$ cat src/rtl/cpu_bus_pkg.sv
// Shared definitions for the CPU datapath blocks.
//   DATA_W      : default width of MDR, bus and memory data
//   mdr_state_t : states of the MDR memory handshake sequencer
package cpu_bus_pkg;

    localparam int DATA_W = 32;

    typedef enum logic [1:0] {
        IDLE   = 2'd0,
        RD_REQ = 2'd1,
        WR_REQ = 2'd2
    } mdr_state_t;

endpackage

$ cat src/rtl/mdr_reg.sv
// Enabled data register with synchronous clear, holds the MDR contents.
// Ports:
//   clock : rising-edge clock
//   clear : synchronous active-high clear (q <= 0)
//   en    : load d on the next rising edge
//   d     : data to load
//   q     : register contents
module mdr_reg #(
    parameter int DATA_W = 32
) (
    input  logic              clock,
    input  logic              clear,
    input  logic              en,
    input  logic [DATA_W-1:0] d,
    output logic [DATA_W-1:0] q
);

    logic [DATA_W-1:0] q_reg;

    always_ff @(posedge clock) begin
        if (clear) begin
            q_reg <= '0;
        end else if (en) begin
            q_reg <= d;
        end
    end

    assign q = q_reg;

endmodule

$ cat src/rtl/mdr_mem_if.sv
// Memory Data Register with memory-side req/ack handshake sequencer.
// Captures a word from the bus or from memory, drives the MDR input of the
// bus mux and supplies write data to memory. The control unit issues
// start_rd / start_wr pulses and waits for the one-cycle done pulse.
//
// Optional feature: define MDR_TIMEOUT_EN to abort a request that waits
// TIMEOUT_CYCLES cycles without mem_ack (sets sticky timeout_err).
//
// Ports:
//   clock, clear        : clock and synchronous active-high reset
//   bus_in              : BusMuxOut value
//   mdr_in, read        : idle-time load strobe and source select (1 = mem_rdata)
//   start_rd, start_wr  : one-cycle transaction start pulses
//   mem_rdata, mem_ack  : memory read data and request completion
//   mem_req, mem_we     : registered request / write-enable to memory
//   mem_wdata, mdr_q    : MDR contents (write data and bus-mux input)
//   busy, done          : sequencer not idle / completion pulse
//   timeout_err         : sticky abort flag (0 when MDR_TIMEOUT_EN undefined)
module mdr_mem_if
    import cpu_bus_pkg::*;
#(
    parameter int DATA_W         = cpu_bus_pkg::DATA_W,
    parameter int TIMEOUT_CYCLES = 16
) (
    input  logic              clock,
    input  logic              clear,
    input  logic [DATA_W-1:0] bus_in,
    input  logic              mdr_in,
    input  logic              read,
    input  logic              start_rd,
    input  logic              start_wr,
    input  logic [DATA_W-1:0] mem_rdata,
    input  logic              mem_ack,
    output logic              mem_req,
    output logic              mem_we,
    output logic [DATA_W-1:0] mem_wdata,
    output logic [DATA_W-1:0] mdr_q,
    output logic              busy,
    output logic              done,
    output logic              timeout_err
);

    mdr_state_t        state_reg, state_next;
    logic              done_reg, done_next;
    logic              load_en;
    logic [DATA_W-1:0] load_data;

`ifdef MDR_TIMEOUT_EN
    localparam int CNT_W = (TIMEOUT_CYCLES < 2) ? 1 : $clog2(TIMEOUT_CYCLES);
    localparam logic [CNT_W-1:0] CNT_LAST = CNT_W'(TIMEOUT_CYCLES - 1);

    logic [CNT_W-1:0] cnt_reg, cnt_next;
    logic             timeout_reg, timeout_next;
`endif

    mdr_reg #(.DATA_W(DATA_W)) u_mdr_reg (
        .clock (clock),
        .clear (clear),
        .en    (load_en),
        .d     (load_data),
        .q     (mdr_q)
    );

    always_ff @(posedge clock) begin
        if (clear) begin
            state_reg <= IDLE;
            done_reg  <= 1'b0;
        end else begin
            state_reg <= state_next;
            done_reg  <= done_next;
        end
    end

`ifdef MDR_TIMEOUT_EN
    always_ff @(posedge clock) begin
        if (clear) begin
            cnt_reg     <= '0;
            timeout_reg <= 1'b0;
        end else begin
            cnt_reg     <= cnt_next;
            timeout_reg <= timeout_next;
        end
    end
`endif

    always_comb begin
        state_next = state_reg;
        done_next  = 1'b0;
        load_en    = 1'b0;
        load_data  = bus_in;
`ifdef MDR_TIMEOUT_EN
        cnt_next     = cnt_reg;
        timeout_next = timeout_reg;
`endif
        case (state_reg)
            IDLE: begin
                // A start pulse wins over mdr_in; read wins over write.
                if (start_rd || start_wr) begin
                    state_next = start_rd ? RD_REQ : WR_REQ;
`ifdef MDR_TIMEOUT_EN
                    cnt_next     = '0;
                    timeout_next = 1'b0;
`endif
                end else if (mdr_in) begin
                    load_en   = 1'b1;
                    load_data = read ? mem_rdata : bus_in;
                end
            end
            RD_REQ: begin
                if (mem_ack) begin
                    load_en    = 1'b1;
                    load_data  = mem_rdata;
                    done_next  = 1'b1;
                    state_next = IDLE;
                end
            end
            WR_REQ: begin
                if (mem_ack) begin
                    done_next  = 1'b1;
                    state_next = IDLE;
                end
            end
            default: state_next = IDLE;
        endcase
`ifdef MDR_TIMEOUT_EN
        // Counter value is the number of wait cycles already spent; the
        // request is abandoned at the end of the TIMEOUT_CYCLES-th cycle.
        if (state_reg != IDLE && !mem_ack) begin
            if (cnt_reg == CNT_LAST) begin
                state_next   = IDLE;
                timeout_next = 1'b1;
            end else begin
                cnt_next = cnt_reg + 1'b1;
            end
        end
`endif
    end

    // Request outputs come straight from the state flop, so they rise the
    // cycle after the start pulse and fall the cycle after the ack.
    assign busy      = (state_reg != IDLE);
    assign mem_req   = busy;
    assign mem_we    = (state_reg == WR_REQ);
    assign mem_wdata = mdr_q;
    assign done      = done_reg;

`ifdef MDR_TIMEOUT_EN
    assign timeout_err = timeout_reg;
`else
    assign timeout_err = 1'b0;
`endif

endmodule
$ cat config.mk
export PLATFORM = sky130hd
export DESIGN_NAME = mdr_mem_if
export DESIGN_NICKNAME = d
export VERILOG_FILES = /design/src/rtl/cpu_bus_pkg.sv /design/src/rtl/mdr_reg.sv /design/src/rtl/mdr_mem_if.sv
export SDC_FILE = /design/constraint.sdc
export NUM_CORES = 1
export LEC_CHECK = 0
export ABC_CLOCK_PERIOD_IN_PS = 3650
export CAP_MARGIN = 20
export CORE_AREA = 4 4 78 80
export CTS_BUF_LIST = sky130_fd_sc_hd__clkbuf_4 sky130_fd_sc_hd__clkbuf_8
export CTS_CLUSTER_DIAMETER = 100
export DETAILED_ROUTE_END_ITERATION = 10
export DIE_AREA = 0 0 82 84
export PLACE_DENSITY = 0.85
export SETUP_SLACK_MARGIN = 0.02
export SYNTH_ARGS = -nofsm -noshare
export SYNTH_HDL_FRONTEND = slang
export SYNTH_SLANG_ARGS = --single-unit
$ cat constraint.sdc
create_clock -name clock -period 3.65 [get_ports clock]
set_clock_uncertainty 0.2 [all_clocks]
set_input_delay 0.5475 -clock clock [delete_from_list [all_inputs] [get_ports clock]]
set_output_delay 0.5475 -clock clock [all_outputs]
set_load 0.02 [all_outputs]
**Yosys cells after proc, flatten, opt, wreduce, memory -nomap -nowiden**

Index checks and enable logic that the tools add are counted.

- Register bits after elaboration: 35
- Input port bits: 71
- Output and inout bits: 69
- Word-level logic and storage cells: 27

- Equal/unequal tests: 4
- Multiplexer cells: 13
- Bitwise operators: 1
- Reduce and logical (&&, ||, !) cells: 6

Operators by type and width:

| operator | count |
|---|---|
| 32-bit 2-to-1 mux | 4 |
| 32-bit case mux with 2 select lines | 1 |
| 2-bit 2-to-1 mux | 3 |
| 2-bit case mux with 2 select lines | 1 |
| 2-bit OR reduction | 2 |
| 1-bit 2-to-1 mux | 3 |
| 2-bit by 1-bit == test with 1-bit output, second input constant | 1 |
| 2-bit == test, second input constant | 1 |
| 2-bit logical NOT | 1 |
| 2-bit by 1-bit inequality test with 1-bit output, second input constant | 1 |
| 2-bit inequality test, second input constant | 1 |
| 1-bit case mux with 2 select lines | 1 |
| 2-bit AND reduction | 1 |
| 2-bit nonzero test | 1 |
| 1-bit logical OR | 1 |
| 1-bit inverter | 1 |

**Depth between registers and ports, before layout**

Gate-level depths: netlist of run 1.

- Word-level depth: 4
- Mapped depth: 7

**Modules after synthesis**

Synthesis of run 1 repeated with hierarchy kept, for this count alone.

- Cell total of the unflattened synthesis: 203
- Area, all modules: 2026.9 sq um

By module, submodules not included:

| module | times used | cells each | area an instance (sq um) | seq. area each (sq um) |
|---|---|---|---|---|
| mdr_reg | 1 | 103 | 1163.6 | 640.6 |
| mdr_mem_if | 1 | 100 | 863.3 | 60.1 |

**Worst setup path after synthesis of run 1**

No wires, ideal clock.

- Path type: register to output
- From: register state_reg[0]
- To: output port mem_req
- Data arrival time: 1054 ps
- Data required time: 2902 ps
- Path slack: 1849 ps
- Stages on the path, launching flop included: 5
- Path buffers: 1
- Cells stage by stage: dfxtp_1 inv_1 ha_1 inv_1 buf_4

- Word-level cells in the longest chain between the ends: 1

Ends and longest elaborated chain:

| what | RTL line | RTL |
|---|---|---|
| start: declaration | mdr_mem_if.sv:43 | `mdr_state_t state_reg, state_next;` |
| start signal: assignment | mdr_mem_if.sv:69 | `state_reg <= state_next;` |
| 2-bit nonzero test | mdr_mem_if.sv:141 | `assign busy = (state_reg != IDLE);` |
| end: declaration | mdr_mem_if.sv:34 | `output logic mem_req,` |

Every way passes these cells.

**Final worst setup path of run 1**

- From: input port mem_ack
- To: register u_mdr_reg.q_reg[6], in the netlist u_mdr_reg.q[6]

- Word-level cells in the longest chain between the ends: 2

Ends and longest elaborated chain:

| what | RTL line | RTL |
|---|---|---|
| start: declaration | mdr_mem_if.sv:33 | `input logic mem_ack,` |
| 32-bit 2-to-1 mux / 1-bit 2-to-1 mux (equally long branches) | mdr_mem_if.sv:110 | `if (mem_ack) begin` |
| 32-bit case mux with 2 select lines / 1-bit case mux with 2 select lines (equally long branches) | mdr_mem_if.sv:95 | `case (state_reg)` |
| end signal: assignment | mdr_reg.sv:22 | `q_reg <= '0;` |
| end signal: assignment | mdr_reg.sv:24 | `q_reg <= d;` |
| end: declaration | mdr_reg.sv:18 | `logic [DATA_W-1:0] q_reg;` |

Several ways; a longest one is shown, not always the timed one.
A chain may end at the register's enable or synchronous reset.

==> run summary, run 1 <==
DRT Pass-1 Iters: 4
Total Power: 1290 uW
Rows: 27
Hold Path Stages: 2
Share of layout cells above drive strength 1: 0.184
Ys flop type: dfxtp_1
Ys Warns: 0
Total wire length: 6120 um
Hpwl dp: 4640 um
Asr flop ratio synth: 0
Cell count after synthesis: 204
CP Launch Type: primary input
Post-Syn Area per Cell: 9.92 um2
Syn Nets: 278
Status: completed
Post-synth EDFFs: 0
Pin count of the biggest net entering global routing: 36
Die height: 84 um
Min cycle time layout: 2.65 ns
Unrepaired setup endpoints after global routing: false
WL/cell: 16.3 um
Die area: 6890 um2
Synth top area cells: dfxtp_1 35%, a221oi_2 15%, buf_4 14%, nor3_2 9.9%, nor2_1 6.1%
WS Path Type: primary input to flip-flop
Post-CTS Resized: 0
Share of the synthesized area in the top cell type: 0.346
FF-to-FF setup slack: 1.27 ns
Hold Path Origin: u_mdr_reg.q[8]$_SDFFE_PP0P_
Placed Cells incl. Taps: 368
Core ar.: 5410 um2
Achievable clock frequency: 377 MHz
Final Setup Violations: 0
Hold WC Path Type: flip-flop to flip-flop
Seq cells post-synth: 35
Initial antenna violation count: 0
Placed instance area: 3180 um2
Clock Root Buffer: clkbuf_8
Initial Util: 0.375
Most common cell in the netlist: buf_4
Max reg flops: 32
Total GRT Usage: 0.176
Worst hold slack: 0.318 ns
Iter 0 DRT Violations: 72
Worst Hold Endpoint: u_mdr_reg.q[8]$_SDFFE_PP0P_
Post-route cell area: 3260 um2
Max clock buf depth: 2
Vias: 1885
Overflow after GRT: 0
Tightest Pin Transition: 1.04 ns
Peak supply drop: 0.233 mV
Reg2reg path depth: 6
Synth unique cells: 26
Final net count: 377
Sequential share of the synthesized area: 0.346
Worst EP required: 3.65 ns
R2r startpoint: state_reg[1]$_SDFFE_PP0P_
Buffers on Ports: 138
CTS tree: yes
CTS H-tree depth: 2
Max-Cap Viols: 0
Later-pin clock latency in the skew report: 0.27 ns
CTS Sinks: 35
Io pins: 140
Synth-to-Final Area Change: 61.2%
TritonCTS buffer count: 5
Power per cell area: 395 nW/um2
Post-DR vias/cell: 5.01
Final worst-path cycle share: 0.726
Reg-to-reg endpoint: u_mdr_reg.q[6]$_SDFFE_PP0P_
Synth area leader: dfxtp_1
Mapped Area: 2020 um2
Drt drc: 0
Hold buffer count at CTS: 0
Synth top cells by count: 37 x buf_4, 35 x dfxtp_1, 33 x nor2_1, 20 x a221oi_2, 20 x nor3_2
Global-route wire length before repair: 9510 um
CP Max Fanout: 22
Worst path arrival time: 2.65 ns
Post-CTS Setup Inserts: 0
Final Non-Filler Cells: 376
Slew Viols, Final: 0
Chip Width: 82 um
Post-route ant nets: 0
Final Hold Fails: 0
Via count of the first global-routing pass: 1880
Leakage power: 0.00113 uW
Sequential Area: 701 um2
Slew HR: 0.304
Multi-input gate area: 971 um2
Fillers: 479
Placer Congestion: 0.720
Crit path capture type: flip-flop
Fin Setup TNS: 0 ns
Antenna diode count: 0
CTS clk-pin slew, worst paths: 0.07 ns
==> worst max path at each step <==
stage | startpoint | end | slack, ns
global placement | mem_ack | u_mdr_reg.q[2]$_SDFFE_PP0P_ | 0.77
detailed placement | mem_ack | u_mdr_reg.q[6]$_SDFFE_PP0P_ | 0.71
CTS | mem_ack | u_mdr_reg.q[6]$_SDFFE_PP0P_ | 1.01
finish | mem_ack | u_mdr_reg.q[6]$_SDFFE_PP0P_ | 1.00
global route | mem_ack | u_mdr_reg.q[6]$_SDFFE_PP0P_ | 0.89
floorplan | state_reg[0]$_SDFFE_PP0P_ | mem_req | 1.85
==> layout by cell type (no fill, tap or decap) <==
cell / n
nand2b_1: 2
o22ai_4: 1
ha_1: 3
clkbuf_8: 5
a21oi_4: 1
nor3_2: 20
and4bb_1: 1
and3b_1: 1
and4bb_2: 1
a21oi_1: 1
inv_1: 4
clkdlybuf4s50_1: 137
o21ai_0: 1
o21ai_1: 1
dfxtp_1: 35
nor3_1: 12
a221oi_2: 20
nor2_1: 33
conb_1: 1
clkinv_2: 1
mux2_2: 1
a21o_1: 2
buf_2: 1
clkbuf_4: 2
buf_4: 3
a32oi_1: 1
a211oi_1: 1
a221oi_1: 12
==> layer usage <==
| metal | vias up | part of all wire | wire length (um) | GRT usage |
|---|---|---|---|---|
| li1 | 908 | - | - | - |
| met1 | 881 | 0.41 | 2490 | 0.221 |
| met2 | 85 | 0.49 | 3030 | 0.289 |
| met3 | 11 | 0.082 | 504 | 0.0497 |
| met4 | 0 | 0.016 | 95 | 0.0453 |
| met5 | - | 0 | 0 | 0 |
==> worst max-delay path: stages <==
cell	delay, ns
clkdlybuf4s50_1	0.67
a21o_1	0.79
buf_4	0.37
a221oi_2	0.10
nor3_2	0.15
==> layout make-up <==
type	count	area share
clock inverters	1	0.00153
repair buffers	141	0.429
well taps	72	0.0276
flip-flops and latches	35	0.215
inverters	4	0.00460
clock buffers	7	0.0257
multi-input cells	116	0.297
==> cells by family (layout without fill, tap and decap cells) <==
logic type               Yosys count  count (layout)  synth area share
AND/OR/NAND/NOR                   70              70             0.213
buffers and inverters             53             153             0.178
AO/OA/AOI/OAI                     41              41             0.237
flip-flops                        35              35             0.346
adder cells (fa/ha/maj)            3               3            0.0185
other                              1               1           0.00185
multiplexers                       1               1           0.00556
==> report_power, final <==
group | total, uW | internal (uW) | switching [uW]
registers | 457 | 424 | 32.6
logic | 554 | 267 | 286
clock network | 281 | 149 | 132
==> metrics by stage <==
step	util	setup WS, ns
floorplan	-	1.85
global placement	0.588	0.770
detailed placement	0.588	0.709
CTS	0.604	1.01
global route	0.604	0.894
finish	0.604	1.00
Power figures use the tool's default switching activity.
==> run 2: changes to the inputs <==
--- a/config.mk
+++ b/config.mk
@@ -5,14 +5,14 @@
 export SDC_FILE = /design/constraint.sdc
 export NUM_CORES = 1
 export LEC_CHECK = 0
-export ABC_CLOCK_PERIOD_IN_PS = 3650
+export ABC_CLOCK_PERIOD_IN_PS = 2300
 export CAP_MARGIN = 20
-export CORE_AREA = 4 4 78 80
+export CORE_AREA = 4 4 84 86
 export CTS_BUF_LIST = sky130_fd_sc_hd__clkbuf_4 sky130_fd_sc_hd__clkbuf_8
 export CTS_CLUSTER_DIAMETER = 100
 export DETAILED_ROUTE_END_ITERATION = 10
-export DIE_AREA = 0 0 82 84
-export PLACE_DENSITY = 0.85
+export DIE_AREA = 0 0 88 90
+export PLACE_DENSITY = 0.77
 export SETUP_SLACK_MARGIN = 0.02
 export SYNTH_ARGS = -nofsm -noshare
 export SYNTH_HDL_FRONTEND = slang
==> constraint.sdc (replaced) <==
create_clock -name clock -period 2.3 [get_ports clock]
set_clock_uncertainty 0.2 [all_clocks]
set_input_delay 0.345 -clock clock [delete_from_list [all_inputs] [get_ports clock]]
set_output_delay 0.345 -clock clock [all_outputs]
set_load 0.02 [all_outputs]
==> run 2 against run 1 <==
Effect of this change:
- combinational power increased by 68%
- via count up 2.2%
- sequential share of layout area fell by 1.1 points
- critical path depth rose by 1
- largest power group unchanged
- register-to-register slack lost 1.1 ns
- highest routed layer unchanged
- critical endpoint is now u_mdr_reg.q[27]$_SDFFE_PP0P_
- routed wire length grew 6.4%
- total power grew 80%
- sequential power increased by 59%
- setup slack got worse by 0.87 ns
- first-iteration DRC count rose by 17%
==> run summary, run 2 (same netlist as run 1, synthesis figures left out) <==
Status: completed
Placed instance area: 3230 um2 (+1.8%)
Die height: 90 um (+7.1%)
Post-route ant nets: 0 (unchanged)
Slew Viols, Final: 0 (unchanged)
Total wire length: 6510 um (+6.4%)
Core ar.: 6280 um2 (+16%)
Via count of the first global-routing pass: 1998 (+6.3%)
Chip Width: 88 um (+7.3%)
Global-route wire length before repair: 10400 um (+9.0%)
Leakage power: 0.00120 uW (+5.9%)
Unrepaired setup endpoints after global routing: false
Min cycle time layout: 2.17 ns
Die area: 7920 um2 (+15%)
Max-Cap Viols: 0 (unchanged)
CTS H-tree depth: 2 (unchanged)
Slew HR: 0.523 (+0.219)
Io pins: 140 (unchanged)
Initial Util: 0.323 (-0.0520)
Worst EP required: 2.31 ns (-1.34 ns)
Commonest non-fill, non-tap cell in the layout: clkdlybuf4s50_1
Iter 0 DRT Violations: 84 (+17%)
Post-DR vias/cell: 4.91 (-2.0%)
CTS Sinks: 35 (unchanged)
Buffers on Ports: 138 (unchanged)
Share of layout cells above drive strength 1: 0.216 (+0.0317)
Rows: 29 (+7.4%)
Tightest Pin Transition: 0.714 ns (-0.331 ns)
Drt drc: 0 (unchanged)
Peak supply drop: 0.347 mV (+49%)
WL/cell: 16.6 um (+2.0%)
CP Launch Type: primary input
Layout Utilization: 0.547 (-0.0566)
WS Path Type: primary input to flip-flop
Later-pin clock latency in the skew report: 0.28 ns (about the same)
Final Setup Violations: 0 (unchanged)
CTS clk-pin slew, worst paths: 0.08 ns (about the same)
Max clock buf depth: 2 (unchanged)
Vias: 1926 (+2.2%)
Clock Root Buffer: clkbuf_8
Antenna diode count: 0 (unchanged)
Overflow after GRT: 0 (unchanged)
CP Max Fanout: 32 (+45%)
DRT Pass-1 Iters: 4 (unchanged)
Final net count: 388 (+2.9%)
Crit path capture type: flip-flop
CTS tree: yes
Final Hold Fails: 0 (unchanged)
Achievable clock frequency: 461 MHz
Initial antenna violation count: 0 (unchanged)
Synth-to-Final Area Change: 69.7%
Hold WC Path Type: flip-flop to flip-flop
Max reg flops: 32 (unchanged)
Commonest non-fill, non-tap cells in the layout: 135 x clkdlybuf4s50_1, 35 x dfxtp_1, 33 x nor2_1, 20 x a221oi_2, 20 x nor3_2
Pin count of the biggest net entering global routing: 33 (-8.3%)
Total GRT Usage: 0.163 (-0.0128)
Worst path arrival time: 2.18 ns (-0.47 ns)
Final worst-path cycle share: 0.942
Post-route cell area: 3440 um2 (+5.3%)
TritonCTS buffer count: 5 (unchanged)
Power per cell area: 676 nW/um2 (+71%)
Hpwl dp: 4490 um (-3.3%)
Placer Congestion: 0.675 (-6.2%)
## run 2: changes by cell type in the layout (fill, tap and decap cells not counted), sizes merged
cell	change
clkinv	-1
dlygate4sd2	+2
clkinvlp	+2
clkdlybuf4s50	-2
a21oi	+1
o22ai	+1
inv	-1
clkbuf	-2
buf	+9
bufinv	+2
## run 2: cell type report
class | count | area (um2)
fill | 572 | 2840
timing repair buffer | 150 | 1480
multi-input combinational | 118 | 1010
sequential | 35 | 701
tap | 77 | 96.3
clock buffer | 5 | 68.8
clock inverter | 3 | 67.6
inverter | 4 | 18.8
## run 2: repair_timing
item / CTS / global route
resized for setup: 4 / 1
endpoints found under the setup margin: 30 / 9
setup buffers: 0 / 4
cloned: 2 / 0
hold buffers: 0 / 0
pin swaps: 1 / 1
hold endpoints to repair: 0 / 0
## run 2: report_power, final
part	switching (uW)	total, uW	leakage, uW	internal (uW)
logic	478	932	0.000849	454
clock network	233	665	0.0000644	433
registers	52.5	725	0.000287	673
total	764	2320	0.00120	1560
## run 2: stage by stage
step / cells / TNS (ns) / setup WS (ns) / hold WS (ns) / power [uW]
global route: 392 / 0 / 0.0428 / 0.339 / 2440
global placement: 378 / -5.18 / -0.245 / 0.303 / 1620
detailed placement: 378 / -7.89 / -0.359 / 0.308 / 1640
finish: 392 / 0 / 0.132 / 0.322 / 2320
floorplan: 204 / 0 / 0.506 / 0.282 / 1280
CTS: 388 / 0 / 0.0217 / 0.324 / 2320
## run 2: worst paths after layout
path / startpoint / end / slack, ns / cells past startpoint
worst min register to register: u_mdr_reg.q[13]$_SDFFE_PP0P_ / u_mdr_reg.q[13]$_SDFFE_PP0P_ / 0.32 / 2
worst min-delay path: u_mdr_reg.q[13]$_SDFFE_PP0P_ / u_mdr_reg.q[13]$_SDFFE_PP0P_ / 0.32 / 2
worst max-delay path: mem_ack / u_mdr_reg.q[27]$_SDFFE_PP0P_ / 0.13 / 6
worst max register to register: state_reg[1]$_SDFFE_PP0P_ / u_mdr_reg.q[29]$_SDFFE_PP0P_ / 0.18 / 6
## run 2: worst max-delay path: stages
cell and delay [ns]:
clkdlybuf4s50_1 0.66, buf_4 0.25, a21o_1 0.13, buf_4 0.42
a221oi_1 0.17, nor3_1 0.19
## run 2: routing by layer
layer | up-vias | GRT usage | wire [um] | part of all wire
met3 | 2 | 0.0466 | 514 | 0.079
met2 | 68 | 0.270 | 3240 | 0.50
li1 | 940 | - | - | -
met4 | 0 | 0.0192 | 13 | 0.0020
met5 | - | 0 | 0 | 0
met1 | 916 | 0.214 | 2750 | 0.42
==> run 3: changes to the inputs <==
--- a/config.mk
+++ b/config.mk
@@ -7,11 +7,11 @@
 export LEC_CHECK = 0
 export ABC_CLOCK_PERIOD_IN_PS = 2300
 export CAP_MARGIN = 20
-export CORE_AREA = 4 4 84 86
+export CORE_AREA = 4 4 93 78
 export CTS_BUF_LIST = sky130_fd_sc_hd__clkbuf_4 sky130_fd_sc_hd__clkbuf_8
 export CTS_CLUSTER_DIAMETER = 100
 export DETAILED_ROUTE_END_ITERATION = 10
-export DIE_AREA = 0 0 88 90
+export DIE_AREA = 0 0 97 82
 export PLACE_DENSITY = 0.77
 export SETUP_SLACK_MARGIN = 0.02
 export SYNTH_ARGS = -nofsm -noshare
==> run 3 against run 2 <==
Effect of this change:
- via count up 0.52%
- non-clock buffer count is the same
- fmax about the same
- highest routed layer unchanged
- first-iteration DRC count down 63%
- largest cell class unchanged
- global-route usage grew 0.26 points
- critical path depth is 1 lower
- worst hold slack lost 0.015 ns
==> run summary, run 3 (same netlist as run 1, synthesis figures left out) <==
Fillers: 566 (-1.0%)
Commonest non-fill, non-tap cell in the layout: clkdlybuf4s50_1
Placer Congestion: 0.862 (+28%)
Share of layout cells above drive strength 1: 0.219 (+0.00317)
Leakage power: 0.00120 uW (-0.39%)
CTS Sinks: 35 (unchanged)
Comb pwr share: 0.421 (+0.020)
Vias: 1936 (+0.52%)
Sw frac: 0.336 (+0.00732)
Hold buffer count at CTS: 0 (unchanged)
Antenna diode count: 0 (unchanged)
DRT Pass-1 Iters: 5 (+1)
Slew Viols, Final: 0 (unchanged)
Worst EP required: 1.75 ns (-0.56 ns)
GR Util met3: 0.0492 (+0.00262)
Die area: 7950 um2 (+0.43%)
Worst path arrival time: 1.62 ns (-0.56 ns)
Post-route cell area: 3420 um2 (-0.36%)
Achievable clock frequency: 461 MHz (about the same)
Via count of the first global-routing pass: 1969 (-1.5%)
Power per cell area: 652 nW/um2 (-3.6%)
Hold WC Path Type: primary input to flip-flop
Setup slack after layout: 0.131 ns (-0.00161 ns)
CTS tree: yes
CP Max Fanout: 6 (-81%)
Die height: 82 um (-8.9%)
Commonest non-fill, non-tap cells in the layout: 135 x clkdlybuf4s50_1, 35 x dfxtp_1, 33 x nor2_1, 20 x a221oi_2, 20 x nor3_2
WS Path Type: flip-flop to output port
Final Hold Fails: 0 (unchanged)
Hpwl dp: 4760 um (+6.0%)
Final net count: 388 (unchanged)
Final worst-path cycle share: 0.943 (about the same)
Drt drc: 0 (unchanged)
Chip Width: 97 um (+10%)
CTS H-tree depth: 2 (unchanged)
Clock Root Buffer: clkbuf_8
Buffers on Ports: 138 (unchanged)
Max clock buf depth: 2 (unchanged)
Pre-CTS WS: -0.315 ns (+0.0442 ns)
Iter 0 DRT Violations: 31 (-63%)
Layout Utilization: 0.545 (-0.00210)
Total wire length: 6720 um (+3.2%)
Initial Util: 0.322 (about the same)
Internal: 1480 uW (-5.0%)
Global route hottest layer: met2
WL/cell: 16.8 um (+1.4%)
Synth-to-Final Area Change: 69.1%
Initial antenna violation count: 0 (unchanged)
Fin Setup TNS: 0 ns (unchanged)
Post-DR vias/cell: 4.85 (-1.2%)
Overflow after GRT: 0 (unchanged)
Placed instance area: 3240 um2 (+0.12%)
Rows: 26 (-10%)
Peak supply drop: 0.298 mV (-14%)
Max-Cap Viols: 0 (unchanged)
Switching pwr: 750 uW (-1.8%)
Crit path capture type: output port
Core ar.: 6280 um2 (about the same)
Slew HR: 0.562 (+0.0391)
Met1 Use GR: 0.211 (-0.00319)
Post-route ant nets: 0 (unchanged)
Later-pin clock latency in the skew report: 0.28 ns (about the same)
Tightest Pin Transition: 0.656 ns (-0.0585 ns)
Unrepaired setup endpoints after global routing: true
Max reg flops: 32 (unchanged)
Status: completed
Min cycle time layout: 2.17 ns (+0.00161 ns)
Clock power frac: 0.254 (-0.032)
TritonCTS buffer count: 5 (unchanged)
Register share of total power: 0.325 (+0.013)
Final Setup Violations: 0 (unchanged)
CP Launch Type: flip-flop
Total GRT Usage: 0.165 (+0.00258)
Io pins: 140 (unchanged)
Global-route wire length before repair: 10400 um (unchanged)
GR Util met2: 0.275 (+0.00469)
Pin count of the biggest net entering global routing: 20 (-39%)
CTS clk-pin slew, worst paths: 0.07 ns (about the same)
-- run 3: worst paths after layout --
| path | slack, ns | endpoint | depth (start not counted) | from |
|---|---|---|---|---|
| worst max-delay path | 0.13 | mem_req | 5 | state_reg[0]$_SDFFE_PP0P_ |
| worst min-delay path | 0.31 | state_reg[0]$_SDFFE_PP0P_ | 2 | clear |
| worst max register to register | 0.25 | u_mdr_reg.q[0]$_SDFFE_PP0P_ | 6 | state_reg[0]$_SDFFE_PP0P_ |
| worst min register to register | 0.32 | u_mdr_reg.q[0]$_SDFFE_PP0P_ | 2 | u_mdr_reg.q[0]$_SDFFE_PP0P_ |
-- run 3: critical path, stage by stage, from the launching register on --
cell             delay (ns)
dfxtp_1                0.37
inv_1                  0.08
ha_1                   0.23
buf_4                  0.16
clkinvlp_4             0.17
clkdlybuf4s15_1        0.33
-- run 3: power by group through the flow --
stage | registers [uW] | logic [uW] | clock network [uW]
floorplan | 806 | 473 | 0
global placement | 737 | 890 | 0
detailed placement | 740 | 896 | 0
CTS | 727 | 923 | 587
global route | 736 | 997 | 620
finish | 726 | 939 | 566
-- run 3: routing by layer --
metal	wire length (um)	share of wire	vias up
met1	3000	0.45	890
met2	3130	0.47	104
met5	0	0	-
met3	544	0.081	4
met4	35	0.0052	0
li1	-	-	938
-- run 3: per-stage QoR --
stage | cells | hold slack, ns | total power [uW]
after CTS | 396 | 0.298 | 2240
after global routing | 399 | 0.322 | 2350
after global placement | 386 | 0.303 | 1630
after detailed placement | 386 | 0.313 | 1640
after floorplan | 204 | 0.282 | 1280
final | 399 | 0.307 | 2230
-- run 3: layout make-up --
| class | count | area, um2 | share of cell area |
|---|---|---|---|
| clock buffers | 6 | 82.6 | 0.0241 |
| clock inverters | 2 | 35.0 | 0.0102 |
| inverters | 4 | 18.8 | 0.00548 |
| multi-input cells | 118 | 1010 | 0.294 |
| flip-flops and latches | 35 | 701 | 0.205 |
| well taps | 84 | 105 | 0.0307 |
| repair buffers | 150 | 1470 | 0.431 |
-- run 3: what timing repair did --
action                     4_1_cts  5_1_grt
setup endpoints to repair       21       17
resized for setup                5        3
setup buffers                    0        3
cloned                           2        0
pin swaps                        1        2
